### src/rtl/uart_receiver.sv
// 8N1 UART receiver: two-flop RxD synchronizer, mid-bit sampling FSM and a
// single-byte holding register with ready/acknowledge, framing-error and overrun flags.
module uart_receiver #(
    parameter int CLKS_PER_BIT = 10416,
    parameter int CNT_W        = 14
) (
    input  logic       clk,
    input  logic       rst,
    input  logic       RxD,
    input  logic       rd_ack,
    output logic [7:0] rx_data,
    output logic       data_ready,
    output logic       frame_err,
    output logic       overrun,
    output logic       busy
);

    typedef enum logic [2:0] {
        ST_IDLE,
        ST_START,
        ST_DATA,
        ST_STOP,
        ST_BREAK
    } state_e;

    localparam logic [CNT_W-1:0] HALF_LAST = CNT_W'(CLKS_PER_BIT / 2 - 1);
    localparam logic [CNT_W-1:0] BIT_LAST  = CNT_W'(CLKS_PER_BIT - 1);
    localparam logic [CNT_W-1:0] CNT_ONE   = CNT_W'(1);

    state_e            state_q,      state_d;
    logic              rx_meta_q,    rx_meta_d;
    logic              rx_s_q,       rx_s_d;
    logic [CNT_W-1:0]  cnt_q,        cnt_d;
    logic [2:0]        bit_idx_q,    bit_idx_d;
    logic [7:0]        shift_q,      shift_d;
    logic [7:0]        rx_data_q,    rx_data_d;
    logic              data_ready_q, data_ready_d;
    logic              frame_err_q,  frame_err_d;
    logic              overrun_q,    overrun_d;

    // NOTE: every variable gets its hold/default value before the case, so no
    // path through this block leaves a signal unassigned and no latch is inferred.
    always_comb begin
        rx_meta_d    = RxD;
        rx_s_d       = rx_meta_q;
        state_d      = state_q;
        cnt_d        = cnt_q;
        bit_idx_d    = bit_idx_q;
        shift_d      = shift_q;
        rx_data_d    = rx_data_q;
        data_ready_d = data_ready_q;
        overrun_d    = overrun_q;
        frame_err_d  = 1'b0;

        if (rd_ack && data_ready_q) begin
            data_ready_d = 1'b0;
            overrun_d    = 1'b0;
        end

        case (state_q)
            ST_IDLE: begin
                if (!rx_s_q) begin
                    state_d = ST_START;
                    cnt_d   = '0;
                end
            end

            // Re-check the line half a bit in; a high here was only a glitch.
            ST_START: begin
                if (cnt_q == HALF_LAST) begin
                    cnt_d     = '0;
                    bit_idx_d = '0;
                    state_d   = rx_s_q ? ST_IDLE : ST_DATA;
                end else begin
                    cnt_d = cnt_q + CNT_ONE;
                end
            end

            ST_DATA: begin
                if (cnt_q == BIT_LAST) begin
                    shift_d[bit_idx_q] = rx_s_q;
                    cnt_d              = '0;
                    bit_idx_d          = bit_idx_q + 3'd1;
                    if (bit_idx_q == 3'd7) begin
                        state_d = ST_STOP;
                    end
                end else begin
                    cnt_d = cnt_q + CNT_ONE;
                end
            end

            // A capture overrides a same-cycle rd_ack: the new byte stays pending.
            ST_STOP: begin
                if (cnt_q == BIT_LAST) begin
                    cnt_d = '0;
                    if (rx_s_q) begin
                        rx_data_d    = shift_q;
                        data_ready_d = 1'b1;
                        if (data_ready_q && !rd_ack) begin
                            overrun_d = 1'b1;
                        end
                        state_d = ST_IDLE;
                    end else begin
                        frame_err_d = 1'b1;
                        state_d     = ST_BREAK;
                    end
                end else begin
                    cnt_d = cnt_q + CNT_ONE;
                end
            end

            ST_BREAK: begin
                if (rx_s_q) begin
                    state_d = ST_IDLE;
                end
            end

            default: state_d = ST_IDLE;
        endcase
    end

    // NOTE: sequential state uses non-blocking assignments only, so every flop
    // samples the pre-edge value of its inputs regardless of statement order.
    always_ff @(posedge clk) begin
        if (rst) begin
            // Synchronizer presets to the idle line level so reset never looks like a start bit.
            rx_meta_q    <= 1'b1;
            rx_s_q       <= 1'b1;
            state_q      <= ST_IDLE;
            cnt_q        <= '0;
            bit_idx_q    <= '0;
            shift_q      <= '0;
            rx_data_q    <= '0;
            data_ready_q <= 1'b0;
            frame_err_q  <= 1'b0;
            overrun_q    <= 1'b0;
        end else begin
            rx_meta_q    <= rx_meta_d;
            rx_s_q       <= rx_s_d;
            state_q      <= state_d;
            cnt_q        <= cnt_d;
            bit_idx_q    <= bit_idx_d;
            shift_q      <= shift_d;
            rx_data_q    <= rx_data_d;
            data_ready_q <= data_ready_d;
            frame_err_q  <= frame_err_d;
            overrun_q    <= overrun_d;
        end
    end

    assign rx_data    = rx_data_q;
    assign data_ready = data_ready_q;
    assign frame_err  = frame_err_q;
    assign overrun    = overrun_q;
    assign busy       = (state_q != ST_IDLE);

endmodule

### config.mk
export PLATFORM = sky130hd
export DESIGN_NAME = uart_receiver
export DESIGN_NICKNAME = d
export VERILOG_FILES = /design/src/rtl/uart_receiver.sv
export SDC_FILE = /design/constraint.sdc
export NUM_CORES = 1
export LEC_CHECK = 0
export CORE_UTILIZATION = 40
export CTS_CLUSTER_DIAMETER = 30
export DETAILED_ROUTE_END_ITERATION = 8
export PLACE_DENSITY = 0.62
export REMOVE_ABC_BUFFERS = 1
export SLEW_MARGIN = 20
export SYNTH_ARGS = -nofsm -noshare
export SYNTH_HDL_FRONTEND = slang
export SYNTH_SLANG_ARGS = --single-unit
### constraint.sdc
create_clock -name clk -period 3 [get_ports clk]
set_input_delay 0.6 -clock clk [delete_from_list [all_inputs] [get_ports clk]]
set_output_delay 0.6 -clock clk [all_outputs]
set_load 0.01 [all_outputs]
==> results of run 1 <==
-- cell usage in the layout, fill, tap and decap left out, drive strengths merged, types with 3 or more instances in the layout --
master	instances
dfxtp	41
nand2	31
nor2	23
clkdlybuf4s50	15
mux2i	14
a21oi	11
nand2b	9
nor3	9
nor4	9
nand3	8
a31oi	8
o21ai	8
inv	6
clkbuf	5
or3	4
buf	4
a22o	3
ha	3
nand4bb	3
-- critical path, cell delays in order (launching register included) --
cell and delay (ns):
sky130_fd_sc_hd__dfxtp_1 0.38, sky130_fd_sc_hd__ha_1 0.22, sky130_fd_sc_hd__nand4bb_1 0.20, sky130_fd_sc_hd__or4_4 0.65, sky130_fd_sc_hd__nor4_1 0.37, sky130_fd_sc_hd__mux2_1 0.35, sky130_fd_sc_hd__and2_1 0.15
-- through the flow --
stage	area, sq um	hold slack [ns]
2_1_floorplan	1980	0.389
4_1_cts	2360	0.426
3_5_place_dp	2250	0.403
3_3_place_gp	2250	0.393
5_1_grt	2360	0.443
6_report	2360	0.420
-- state kept, by name (all words and copies together) (netlist names), named ones only --
signal      count
bit_idx_q       3
cnt_q          14
data_ready      1
frame_err       1
rx_data         8
rx_meta_q       1
rx_s_q          1
shift_q         8
state_q         3
-- worst max-delay path by stage --
stage          startpoint          to  slack [ns]
6_report         cnt_q[0]  shift_q[1]        0.57
5_1_grt          cnt_q[0]  shift_q[1]        0.43
4_1_cts          cnt_q[0]  shift_q[1]        0.58
3_5_place_dp     cnt_q[0]  shift_q[1]        0.59
3_3_place_gp          rst   cnt_q[12]        0.67
2_1_floorplan    cnt_q[0]  shift_q[1]        0.77
-- cells by family after synthesis --
logic type / Yosys count
AOI/OAI and AO/OA: 43
xor gates and xnor gates: 2
adders and majority gates: 3
buffers and inverters: 20
DFF: 41
muxes: 15
and+or+nand+nor: 112
-- power groups by stage --
stage               sequential, mW  clock [mW]  combinational [mW]
floorplan                    0.564           0              0.0214
global placement             0.563           0              0.0450
detailed placement           0.563           0              0.0453
CTS                          0.550       0.459              0.0454
global route                 0.551       0.482              0.0500
finish                       0.550       0.447              0.0451
-- layer usage --
| layer | vias up | track usage [%] | wire, microns |
|---|---|---|---|
| met5 | - | 0 | 0 |
| met4 | 0 | 5.77 | 35 |
| met3 | 5 | 4.39 | 197 |
| met2 | 38 | 23.8 | 1700 |
| met1 | 765 | 25.0 | 2180 |
| li1 | 880 | - | - |
-- layout make-up --
| class | count | area share (%) |
|---|---|---|
| inverter | 7 | 1.11 |
| sequential | 41 | 34.7 |
| multi-input combinational | 175 | 48.1 |
| clock inverter | 3 | 1.96 |
| tap | 67 | 3.55 |
| timing repair buffer | 19 | 7.62 |
| clock buffer | 5 | 2.91 |
==> summary.txt, run 1 <==
Synth Flop Type: sky130_fd_sc_hd__dfxtp_1
capturing point of the worst reg2reg path: shift_q[1]
Static Leak: 0.757 nW
share of power burned in combinational logic: 4.3%
Place WS: 0.587 ns
most common cell in the synthesized netlist: sky130_fd_sc_hd__dfxtp_1
remaining design rule violation count: 0
average wire length per cell after detail routing: 13.0 microns
first-pass GRT wire length: 7.16 mm
path type of the worst min-delay path: reg -> reg
Area contributors post-synth: sky130_fd_sc_hd__dfxtp_1 40%, sky130_fd_sc_hd__mux2i_1 6.8%, sky130_fd_sc_hd__nand2_1 5.7%
filler cell count in the final layout: 467
portion of netlist area occupied by mux cells: 7.38%
switching part of the total: 22.1%
final count of pins violating max slew: 0
Seq pwr share: 52.7%
number of antenna repair diodes: 0
Clock Tree Buf Depth: 2
total chip power: 1.04 mW
required arrival time at the worst endpoint: 3.19 ns
setup tns final: 0 ns
Synth Cell Area: 2050 sq um
number of search-and-repair iterations in the first detailed-routing pass: 5
Internal: 0.812 mW
async set-or-reset flop fraction in the synthesized netlist: 0%
area leader, netlist: sky130_fd_sc_hd__dfxtp_1
share of Yosys cell area claimed by the top area cell type: 40.0%
number of synthesized flops with an enable pin: 0
Critical Path Fanout Max: 13
GR Overflow Total: 0
top-level port count: 16
die extent in y: 73.6 microns
Root Buffer: sky130_fd_sc_hd__clkbuf_8
GRT Overall Usage: 17.0%
Register-to-Register Setup Slack: 0.57 ns
clock latency on the worst-skew pair: 0.29 ns
final worst clock skew: 0.00572 ns
sequential element share of the synthesized area: 40.0%
RSZ-0062 raised after global routing: false
Post-CTS Setup Repair Bufs: 0
portion of total power attributed to the clock network: 42.9%
number of vias per cell: 5.32
number of max-capacitance violations reported: 0
Slew Limit Headroom: 60.9%
switching pwr: 0.230 mW
kind of start point of the critical path: flip-flop
critical path endpoint category: flip-flop
register clock-pin slew on the reported worst setup and hold paths: 0.08 ns
post-route insts no fill: 317
Die Area: 5420 sq um
fraction of the mapped netlist area in adder cells: 1.83%
post-layout min period: 2.43 ns
r2r startpoint: cnt_q[0]
area occupied by multi-input gates: 1140 sq um
antenna violations before repair: 0
total wirelength of the detailed-routed design: 4.11 mm
least setup slack across all paths after layout: 0.574 ns
Post-CTS Hold Buffers: 0
post-synthesis cell type count: 50
final weighted congestion in routability-driven placement: 0.784
synthesized-area fraction occupied by xor and xnor cells: 0.854%
cell depth of the worst hold path: 1
width of the chip: 73.6 microns
actual slew at the worst max-slew pin: 0.581 ns
simple-gate portion of the synthesized area: 31.5%
H-tree levels: 2
final cycle utilization of the critical path: 80.9%
startpoint of the lowest-slack hold path: rx_meta_q
CTS tree: done
Hold Vio Cnt, Final: 0
Fmax achieved: 0.412 GHz
largest net degree at the start of global routing: 21
number of input and output port buffers inserted: 15
register area: 821 sq um
count of endpoints failing setup in the final report: 0
total number of nets in the final design: 256
vias in the first global route: 1529
effective utilization at floorplan: 42.6%
number of cells after detailed placement: 309
TritonCTS buffer count: 5
peak supply drop: 0.290 mV
cells on worst reg2reg path: 6
flop and latch count out of synthesis: 41
count of cells resized by post-cts repair: 0
PwrDens: 441 nW/um^2
total of warnings raised by yosys: 0
layout overhead on the synthesized area: 15.2%
category of the critical setup timing path: reg -> reg
cells after synthesis: 236
# rows: 25
Antenna Nets Post-Route: 0
commonest cells in the synthesized netlist: 41 x sky130_fd_sc_hd__dfxtp_1, 31 x sky130_fd_sc_hd__nand2_1, 23 x sky130_fd_sc_hd__nor2_1
floorplan core area: 4820 sq um
WP data arrival: 2.62 ns
end point of the most critical hold path: rx_s_q
dominant combinational cell family by area after synthesis: simple AND/OR/NAND/NOR gates
status: completed
Detail Placement HPWL: 2.91 mm
proportion of layout cells with a drive suffix above 1: 10.4%
via count: 1688
post-layout utilization of the core: 49.1%
post-synthesis average cell area: 8.69 sq um
clock sink count: 41
violation count after the first detailed-route iteration: 95
Synth Area in Compound Gates: 13.9%
Power figures use the tool's default switching activity.
==> inputs of run 2 (changes only) <==
- PLACE_DENSITY: 0.62 -> 0.64
- clock period: 3 -> 2 ns (I/O delays scaled with it)
==> summary.txt, run 2 (synthesis results as in run 1) <==
antenna violations before repair: 0 (unchanged)
number of flip-flops under the largest register name: 14 (unchanged)
share of power burned in combinational logic: 6.6% (+2.3 points)
GR Overflow Total: 0 (unchanged)
average wire length per cell after detail routing: 13.6 microns (+4.6%)
clock sink count: 41 (unchanged)
final count of pins violating max slew: 0 (unchanged)
peak supply drop: 0.350 mV (+21%)
clock latency on the worst-skew pair: 0.30 ns (about the same)
CTS tree: done
RSZ-0062 raised after global routing: true
Antenna Nets Post-Route: 0 (unchanged)
final design instance area without fill: 2850 sq um (+21%)
Static Leak: 1.02 nW (+35%)
number of search-and-repair iterations in the first detailed-routing pass: 4 (-1)
kind of start point of the critical path: flip-flop
delay of the slowest cell on the worst path: 0.56 ns (-0.09 ns)
portion of total power attributed to the clock network: 38.1% (-4.8 points)
violation count after the first detailed-route iteration: 176 (+85%)
Hold Vio Cnt, Final: 0 (unchanged)
Register-to-Register Setup Slack: -0.04 ns (-0.62 ns)
logic depth of the worst path, buffers included: 6 (unchanged)
Fmax achieved: 0.489 GHz (+19%)
cell depth of the worst hold path: 1 (unchanged)
switching pwr: 0.374 mW (+62%)
highest-delay cell along the critical path: sky130_fd_sc_hd__or4_4
final weighted congestion in routability-driven placement: 0.847 (+8.0%)
floorplan core area: 4820 sq um (unchanged)
ordered list of cells on the worst path: ha_1 -> nand4bb_1 -> or4_4 -> nor4_2 -> mux2_1 -> and2_1
largest net degree at the start of global routing: 20 (-4.8%)
switching part of the total: 25.1% (+3.0 points)
most frequent cells in the layout: 41 x sky130_fd_sc_hd__buf_4, 37 x sky130_fd_sc_hd__dfxtp_1, 31 x sky130_fd_sc_hd__nand2_1, 23 x sky130_fd_sc_hd__nor2_1, 15 x sky130_fd_sc_hd__clkdlybuf4s50_1
total number of nets in the final design: 300 (+17%)
Root Buffer: sky130_fd_sc_hd__clkbuf_8
Seq pwr share: 55.3% (+2.6 points)
proportion of layout cells with a drive suffix above 1: 30.3% (+20 points)
TritonCTS buffer count: 5 (unchanged)
count of buffering cells on the critical path with inverters included: 0 (unchanged)
Die Area: 5420 sq um (unchanged)
WP data arrival: 2.24 ns (-0.38 ns)
Clock Tree Buf Depth: 2 (unchanged)
register ranked first by flip-flop count: cnt_q
PwrDens: 524 nW/um^2 (+19%)
number of antenna repair diodes: 0 (unchanged)
effective utilization at floorplan: 42.6% (unchanged)
die extent in y: 73.6 microns (unchanged)
final cycle utilization of the critical path: 102% (+21 points)
post-layout min period: 2.04 ns (-0.382 ns)
path type of the worst min-delay path: reg -> reg
number of input and output port buffers inserted: 15 (unchanged)
category of cells accounting for the largest share of critical-path delay: simple AND/OR/NAND/NOR gates
final worst clock skew: 0.00763 ns (+0.00191 ns)
Slew Limit Headroom: 70.6% (+9.7 points)
critical path endpoint category: flip-flop
status: finished, violations left
width of the chip: 73.6 microns (unchanged)
required arrival time at the worst endpoint: 2.20 ns (-0.99 ns)
setup tns final: -0.0615 ns (-0.0615 ns)
# rows: 25 (unchanged)
first-pass GRT wire length: 7.64 mm (+6.8%)
number of vias per cell: 5.25 (-1.4%)
number of max-capacitance violations reported: 0 (unchanged)
cells on worst reg2reg path: 6 (unchanged)
actual slew at the worst max-slew pin: 0.436 ns (-0.145 ns)
Critical Path Fanout Max: 5 (-8)
placement-stage cell area: 2560 sq um (+14%)
violated checks: setup timing
number of cells after detailed placement: 347 (+12%)
register clock-pin slew on the reported worst setup and hold paths: 0.09 ns (about the same)
Detail Placement HPWL: 3.28 mm (+13%)
least setup slack across all paths after layout: -0.0445 ns (-0.618 ns)
H-tree levels: 2 (unchanged)
layout overhead on the synthesized area: 38.8%
GRT Overall Usage: 18.5% (+1.5 points)
Internal: 1.12 mW (+38%)
vias in the first global route: 1630 (+6.6%)
remaining design rule violation count: 0 (unchanged)
category of the critical setup timing path: reg -> reg
via count: 1895 (+12%)
Place WS: -0.103 ns (-0.690 ns)
total wirelength of the detailed-routed design: 4.89 mm (+19%)
post-route insts no fill: 361 (+14%)
count of endpoints failing setup in the final report: 2 (+2)
top-level port count: 16 (unchanged)
commonest non-fill, non-tap cell in the layout: sky130_fd_sc_hd__buf_4
==> run 2: cell types whose count changed in the layout (fill, tap and decap cells not counted), sizes merged <==
| cell | delta |
|---|---|
| buf | +43 |
| bufinv | -1 |
| clkbuf | +1 |
| clkinv | -1 |
| inv | +2 |
==> run 2: layout make-up <==
cell class / count / area [sq um]
tap: 67 / 83.8
fill: 440 / 1970
clock inverter: 3 / 25.0
multi-input combinational: 175 / 1270
sequential: 41 / 826
timing repair buffer: 63 / 553
clock buffer: 5 / 68.8
inverter: 7 / 26.3
==> run 2: power by group through the flow <==
stage	Sequential, mW	Clock [mW]	Combinational, mW
3_5_place_dp	0.844	0	0.0855
4_1_cts	0.825	0.585	0.0865
6_report	0.825	0.569	0.0982
5_1_grt	0.826	0.614	0.106
2_1_floorplan	0.846	0	0.0321
3_3_place_gp	0.844	0	0.0842
==> run 2: stage by stage <==
| step | utilization (%) | power (mW) | hold WS, ns |
|---|---|---|---|
| global route | 59.1 | 1.55 | 0.433 |
| detailed placement | 53.1 | 0.929 | 0.400 |
| finish | 59.1 | 1.49 | 0.416 |
| global placement | 53.1 | 0.928 | 0.392 |
| CTS | 55.8 | 1.50 | 0.422 |
| floorplan | - | 0.878 | 0.389 |
==> run 2: routing by layer <==
| layer | GRT usage (%) | part of all wire (%) |
|---|---|---|
| met5 | 0 | 0 |
| met2 | 27.0 | 44 |
| met4 | 7.05 | 1.6 |
| met3 | 2.88 | 3.5 |
| met1 | 27.3 | 51 |
==> run 2: path summary, 6_finish.rpt <==
kind / startpoint / end
max: cnt_q[0] / shift_q[1]
min: rx_meta_q / rx_s_q
max reg2reg: cnt_q[0] / shift_q[1]
min reg2reg: rx_meta_q / rx_s_q
==> run 2: repair_timing <==
item / CTS / global route
cloned: 0 / 3
endpoints found under the setup margin: 14 / 32
buffers inserted: 1 / 2
gates resized for setup: 6 / 24
hold buffers: 0 / 0
pin swaps: 1 / 8
